**src/rtl/pipe_stage_reg.sv**
```systemverilog
// Parametrised pipeline boundary register carrying a writeback bundle.
// Handles flush, bubble insertion and stall-hold, and keeps saturating retire/bubble counters.
module pipe_stage_reg #(
  parameter int unsigned DATA_W      = 32,
  parameter int unsigned ADDR_W      = 5,
  parameter int unsigned SB_W        = 40,
  parameter int unsigned STALL_W     = 6,
  parameter int unsigned STAGE_IDX   = 4,
  parameter int unsigned SUPPRESS_R0 = 1,
  parameter int unsigned CNT_W       = 32
) (
  input  logic              clk,
  input  logic              rst,
  input  logic [STALL_W-1:0] stall,
  input  logic              flush,
  input  logic              cnt_clr,
  input  logic              in_valid,
  input  logic [ADDR_W-1:0] in_wd,
  input  logic              in_wreg,
  input  logic [DATA_W-1:0] in_wdata,
  input  logic [DATA_W-1:0] in_hi,
  input  logic [DATA_W-1:0] in_lo,
  input  logic              in_whilo,
  input  logic [SB_W-1:0]   in_sb,
  output logic              out_valid,
  output logic [ADDR_W-1:0] out_wd,
  output logic              out_wreg,
  output logic [DATA_W-1:0] out_wdata,
  output logic [DATA_W-1:0] out_hi,
  output logic [DATA_W-1:0] out_lo,
  output logic              out_whilo,
  output logic [SB_W-1:0]   out_sb,
  output logic [CNT_W-1:0]  retire_cnt,
  output logic [CNT_W-1:0]  bubble_cnt
);

  if (STAGE_IDX >= STALL_W) begin : g_bad_stage_idx
    $error("pipe_stage_reg: STAGE_IDX must be less than STALL_W");
  end

  typedef enum logic [1:0] {
    ACT_HOLD,
    ACT_NOP,
    ACT_CAPTURE
  } act_e;

  logic s_here;
  logic s_next;
  logic stall_unused;
  act_e act;
  logic r0_dst;

  assign s_here       = stall[STAGE_IDX];
  assign stall_unused = ^stall;

  // The last stage has no downstream stall bit; treat it as never stalled.
  if (STAGE_IDX + 1 < STALL_W) begin : g_next_stall
    assign s_next = stall[STAGE_IDX+1];
  end else begin : g_last_stage
    assign s_next = 1'b0;
  end

  assign r0_dst = (SUPPRESS_R0 != 0) && (in_wd == '0);

  always_comb begin
    act = ACT_HOLD;
    if (flush) begin
      act = ACT_NOP;
    end else if (s_here && !s_next) begin
      act = ACT_NOP;
    end else if (!s_here) begin
      act = ACT_CAPTURE;
    end
  end

  always_ff @(posedge clk or posedge rst) begin
    if (rst) begin
      out_valid <= 1'b0;
      out_wd    <= '0;
      out_wreg  <= 1'b0;
      out_wdata <= '0;
      out_hi    <= '0;
      out_lo    <= '0;
      out_whilo <= 1'b0;
      out_sb    <= '0;
    end else begin
      unique case (act)
        ACT_NOP: begin
          out_valid <= 1'b0;
          out_wd    <= '0;
          out_wreg  <= 1'b0;
          out_wdata <= '0;
          out_hi    <= '0;
          out_lo    <= '0;
          out_whilo <= 1'b0;
          out_sb    <= '0;
        end
        ACT_CAPTURE: begin
          // Invalid slots keep their data but never write architectural state.
          out_valid <= in_valid;
          out_wd    <= in_wd;
          out_wreg  <= in_valid && in_wreg && !r0_dst;
          out_wdata <= in_wdata;
          out_hi    <= in_hi;
          out_lo    <= in_lo;
          out_whilo <= in_valid && in_whilo;
          out_sb    <= in_sb;
        end
        default: begin
        end
      endcase
    end
  end

  always_ff @(posedge clk or posedge rst) begin
    if (rst) begin
      retire_cnt <= '0;
      bubble_cnt <= '0;
    end else if (cnt_clr) begin
      retire_cnt <= '0;
      bubble_cnt <= '0;
    end else begin
      if (act == ACT_CAPTURE && in_valid && retire_cnt != '1) begin
        retire_cnt <= retire_cnt + CNT_W'(1);
      end
      if (act == ACT_NOP && bubble_cnt != '1) begin
        bubble_cnt <= bubble_cnt + CNT_W'(1);
      end
    end
  end

endmodule

```
**config.mk**
```make
export PLATFORM = sky130hd
export DESIGN_NAME = pipe_stage_reg
export DESIGN_NICKNAME = d
export VERILOG_FILES = /design/src/rtl/pipe_stage_reg.sv
export SDC_FILE = /design/constraint.sdc
export NUM_CORES = 1
export LEC_CHECK = 0
export BUFFER_PORTS_ARGS = -buffer_cell sky130_fd_sc_hd__buf_2
export CAP_MARGIN = 25
export CORE_UTILIZATION = 40
export CTS_BUF_LIST = sky130_fd_sc_hd__clkbuf_8
export DETAILED_ROUTE_END_ITERATION = 10
export PLACE_DENSITY = 0.68
export SYNTH_ARGS = -nofsm -noshare
export SYNTH_HDL_FRONTEND = slang
export SYNTH_SLANG_ARGS = --single-unit
```
**constraint.sdc**
```tcl
create_clock -name clk -period 17.1 [get_ports clk]
set_input_delay 0.855 -clock clk [delete_from_list [all_inputs] [get_ports clk]]
set_output_delay 0.855 -clock clk [all_outputs]
set_load 0.1 [all_outputs]
```
Word-level counts from Yosys, hierarchy flattened
Index checks and enable logic that the tools add are counted. W data, S select, Z words.

Register bits: 208.

Add/subtract/negate cells: 2. Reduce and logical (&&, ||, !) cells: 13. Equal/unequal tests: 4. Muxes and demuxes: 15.

Operators by type and width (number): $pmux W32 S2 (3); $mux W32 (4); $pmux W40 S2 (1); $add A32 B1 Y32 const B (2); $ne A32 B32 Y1 const B (2); $pmux W5 S2 (1); $logic_and A1 B1 Y1 (7); $mux W2 (3); $pmux W1 S2 (3); $reduce_bool A2 Y1 (3); $logic_not A5 Y1 (1); $eq A2 B1 Y1 const B (1); $eq A2 B2 Y1 const B (1); $logic_not A1 Y1 (2).

Logic depth before layout (Yosys ltp)
Depth in word-level cells: 9. Depth in mapped cells: 10. Depth with buffers taken out: 9.

Least setup slack after synthesis
No wires, ideal clock.

Path type: reg2reg. From: register retire_cnt[0]. To: register retire_cnt[26]. Cell stages (with the launch flop): 8. Period minus slack after synthesis: 3052 ps. Path buffers: 1. Required time: 17022 ps. Setup slack: 14048 ps. Setup time: 78 ps. Arrival time: 2973 ps. Path through: dfrtp_1 -> ha_1 -> nand3_1 -> or4_4 -> or4_1 -> buf_2 -> or3_1 -> a21oi_1.

Word-level cells in the longest chain between the ends: 3. Elaborated cells between the ends (all ways): 6. Those cells by class: add/sub (1); eq/ne (1); mux (2); reduce/logical (2).

RTL lines: from (decl) (line 33) `output logic [CNT_W-1:0] retire_cnt,`; from (signal assigned) (line 124) `retire_cnt <= retire_cnt + CNT_W'(1);`; $add A32 B1 Y32 / $ne A32 B32 Y1 (equally long branches) (line 124, 123); $mux W32 / $logic_and A1 B1 Y1 (equally long branches) (line 123) `if (act == ACT_CAPTURE && in_valid && retire_cnt != '1) begin`; $mux W32 / $reduce_bool A2 Y1 (equally long branches).

Parallel ways exist; a longest one is shown, timed or not. The select of a mux whose other input is x is not followed. A chain may end at the register's enable or synchronous reset.

Worst setup path in the final report
From: input port stall[4]. To: register out_wdata[31].

Word-level cells in the longest chain between the ends: 5. Elaborated cells between the ends (all ways): 8. Those cells by class: eq/ne (2); mux (4); reduce/logical (2).

RTL lines: from (decl) (line 14) `input logic [STALL_W-1:0] stall,`; $mux W2 / $logic_and A1 B1 Y1 (equally long branches) (line 71, 69); $mux W2 (*) (line 69) `end else if (s_here && !s_next) begin`; $mux W2 (*) (line 67) `if (flush) begin`; $eq A2 B2 Y1 / $eq A2 B1 Y1 (equally long branches) (line 87) `unique case (act)`; $pmux W32 S2 / $reduce_bool A2 Y1 (equally long branches); to (signal assigned) (line 103) `out_wdata <= in_wdata;`; to (decl) (line 28) `output logic [DATA_W-1:0] out_wdata,`.

Mark *: on every way between the ends. The rest lies on a longest branch, timed or not.

==> impl_metrics.toml <==
[clock_tree]
root_buffer = "clkbuf_8"
path_clk_slew_ns = 0.06
ctsHoldBuffers = 0
cts_made_buffers = 38
cts.sinks = 208
insertion_delay_ns = 0.51
clockBufferDepth = 3
cts_tree = "built"
h-tree-depth = 2
cts_resized = 0
cts_setup_buffers = 0

[detailed_routing]
wl_um = 26400
drtIter0Drc = 438
vias_per_cell = 5.06
ant_nets = 0
first_pass_iters = 4
drc = 0
vias = 8344
wire_per_inst_um = 16.0

[timing]
final_max_slew_viol_count = 0
fin_worst_skew_ns = 0.0110
hold_violations = 0
min_period_ns = 3.69
max_slew_margin = 0.351
worstMarginPinSlew_ns = 0.960
rsz0062_at_grt = "no"
setup_viol = 0
final.period_utilization = 0.216
setup_tns_ns = 0
fmax_ghz = 0.271

[die]
die_h_um = 153
core_area_um2 = 22100
die_x_um = 153
io-pin-count = 362
dieArea_um2 = 23400
row_count = 54
initial_core_util = 0.412

[global_route]
track_usage = 0.225
grtUsageMet3 = 0.0697
antenna_found_initial = 6
grt_max_degree = 138
use_met2 = 0.374
first_global_vias = 7887
top_usage_layer = "met2"
overflow = 0
gr-usage-met1 = 0.267
grt_pass1_wl_um = 42200

[power_and_ir_drop]
combPwrFrac = 0.167
power.total_mw = 1.17
peakVddDrop_v = 0.0000672
switching_share = 0.319
p_seq_frac = 0.441
p_leak_nw = 5.91
power_switching_mw = 0.371
powerDensity_nw_per_um2 = 98.5
p_clk_frac = 0.392
internal_power_mw = 0.794

[worst_setup_path]
cp-start-kind = "primary input"
crit_fanout = 102
crit_required_ns = 17.49
path_class = "in -> reg"
critPathArrivalTime_ns = 4.08
setup.worst_path.end_class = "flip-flop"

[finish]
multi_input_area_um2 = 3620
syn_to_final_growth_pct = 29.9
layout.nets = 1501
seqCellArea_um2 = 5200
fillerInstances = 2142
layout-drive-gt1-share = 0.321

[run_status]
status = "finished clean"

[flow_run]
cap_violations = 0

[synthesis]
synth_area_leaders = "dfrtp_1 57%, nand2_1 12%, o21ai_0 9.4%"
ys_types = 52
synthesis.nets = 1159
ys_seq_area_frac = 0.571
syn_area_um2 = 9110
ys_ff_latch = 208
synthCells = 1001
ys.warnings.count = 0
synth-async-reset-ratio = 1.00
synth_top_area_share = 0.571
synth.avg_cell_area_um2 = 9.10
synth-edff-count = 0
yosysTopAreaCell = "dfrtp_1"
synthFlopType = "dfrtp_1"

[place]
place_congestion = 0.809
port_buffers = 357
dpl.hpwl_um = 18200

[hold_path]
hold_class = "in -> async"
==> Yosys cell counts (4+ instances only) <==
master and instances:
nand2_1 298, dfrtp_1 208, o21ai_0 171, clkbuf_1 55, a21oi_1 41, or3_1 32
nor2_1 30, nand3_1 22, nand4_1 15, inv_1 11, or4_1 9, o31ai_1 8
xor2_1 8, xnor2_1 7, and3_1 6, and4_1 6, a22o_1 5, nor2b_1 5
o211ai_1 5, or2_2 5, buf_2 4, ha_1 4, mux2_2 4, nor3_1 4
nor4_1 4
==> area by class of cell <==
cell class,count,share of cell area
Clock inverter,16,0.00571
Sequential cell,208,0.440
Inverter,11,0.00412
Tap cell,280,0.0296
Multi-Input combinational cell,720,0.306
Antenna cell,2,0.000423
Clock buffer,49,0.0570
Timing Repair Buffer,364,0.157
==> path summary, 6_finish.rpt <==
| path | depth (start not counted) | slack, ns | to | start |
|---|---|---|---|---|
| worst max-delay path | 8 | 13.41 | out_wdata[31]$_DFFE_PP0P_ | stall[4] |
| worst min-delay path | 2 | 0.37 | out_sb[10]$_DFFE_PP0P_ | rst |
| worst max register to register | 6 | 14.57 | bubble_cnt[1]$_DFFE_PP0P_ | bubble_cnt[0]$_DFFE_PP0P_ |
| worst min register to register | 2 | 0.48 | out_lo[21]$_DFFE_PP0P_ | out_lo[21]$_DFFE_PP0P_ |
| max in group asynchronous | 3 | 15.42 | out_wd[0]$_DFFE_PP0P_ | rst |
| min in group clk | 2 | 0.48 | out_lo[21]$_DFFE_PP0P_ | out_lo[21]$_DFFE_PP0P_ |
==> flip-flops by register name (all words and copies together) (netlist names) <==
name and count:
out_sb 40, bubble_cnt 32, out_hi 32, out_lo 32, out_wdata 32, retire_cnt 32, out_wd 5, out_valid 1
out_whilo 1, out_wreg 1
==> placed cells by master (no fill, tap or decap), drive strengths merged, types with 4 or more instances in the layout <==
cell	n
buf	364
nand2	298
dfrtp	208
o21ai	171
clkbuf	49
a21oi	41
or3	32
nor2	30
inv	23
nand3	22
nand4	16
or4	11
xor2	8
o31ai	8
xnor2	7
and4	7
and3	6
nor2b	5
a22o	5
o211ai	5
or2	5
nor4	5
nor3	4
mux2	4
ha	4
==> kinds of logic after synthesis <==
group	synth area share
AOI/OAI and AO/OA	0.148
xor gates and xnor gates	0.0144
adders and majority gates	0.00549
buffers and inverters	0.0328
DFF	0.571
muxes	0.00714
and+or+nand+nor	0.221
==> power groups by stage <==
stage	clock network (mW)	logic (mW)	registers, mW
after CTS	0.472	0.195	0.514
after floorplan	0	0.0452	0.625
after detailed placement	0	0.195	0.522
after global routing	0.493	0.206	0.516
final	0.457	0.194	0.514
after global placement	0	0.194	0.522
==> worst max-delay path, cell delays in order <==
cell and delay [ns]:
buf_2 0.10, or2_2 0.30, inv_1 0.09, ha_4 0.58
buf_4 0.77, buf_4 0.76, nor2b_1 0.23, a22o_1 0.24
==> metal layers <==
layer  vias to the layer above  share of wire
met3                        77          0.072
met1                      3863           0.40
met2                       270           0.48
met5                         -         0.0016
li1                       4126              -
met4                         8          0.043
==> per-stage QoR <==
step	hold slack, ns	std cells	instance area [um^2]	setup WS, ns	utilization
2_1_floorplan	0.971	1001	9110	10.56	-
3_3_place_gp	0.458	1582	11100	12.92	0.501
3_5_place_dp	0.467	1582	11100	12.92	0.501
4_1_cts	0.482	1647	11800	13.47	0.534
5_1_grt	0.377	1648	11800	13.13	0.535
6_report	0.372	1650	11800	13.41	0.536
(Power assumes the default switching activity.)
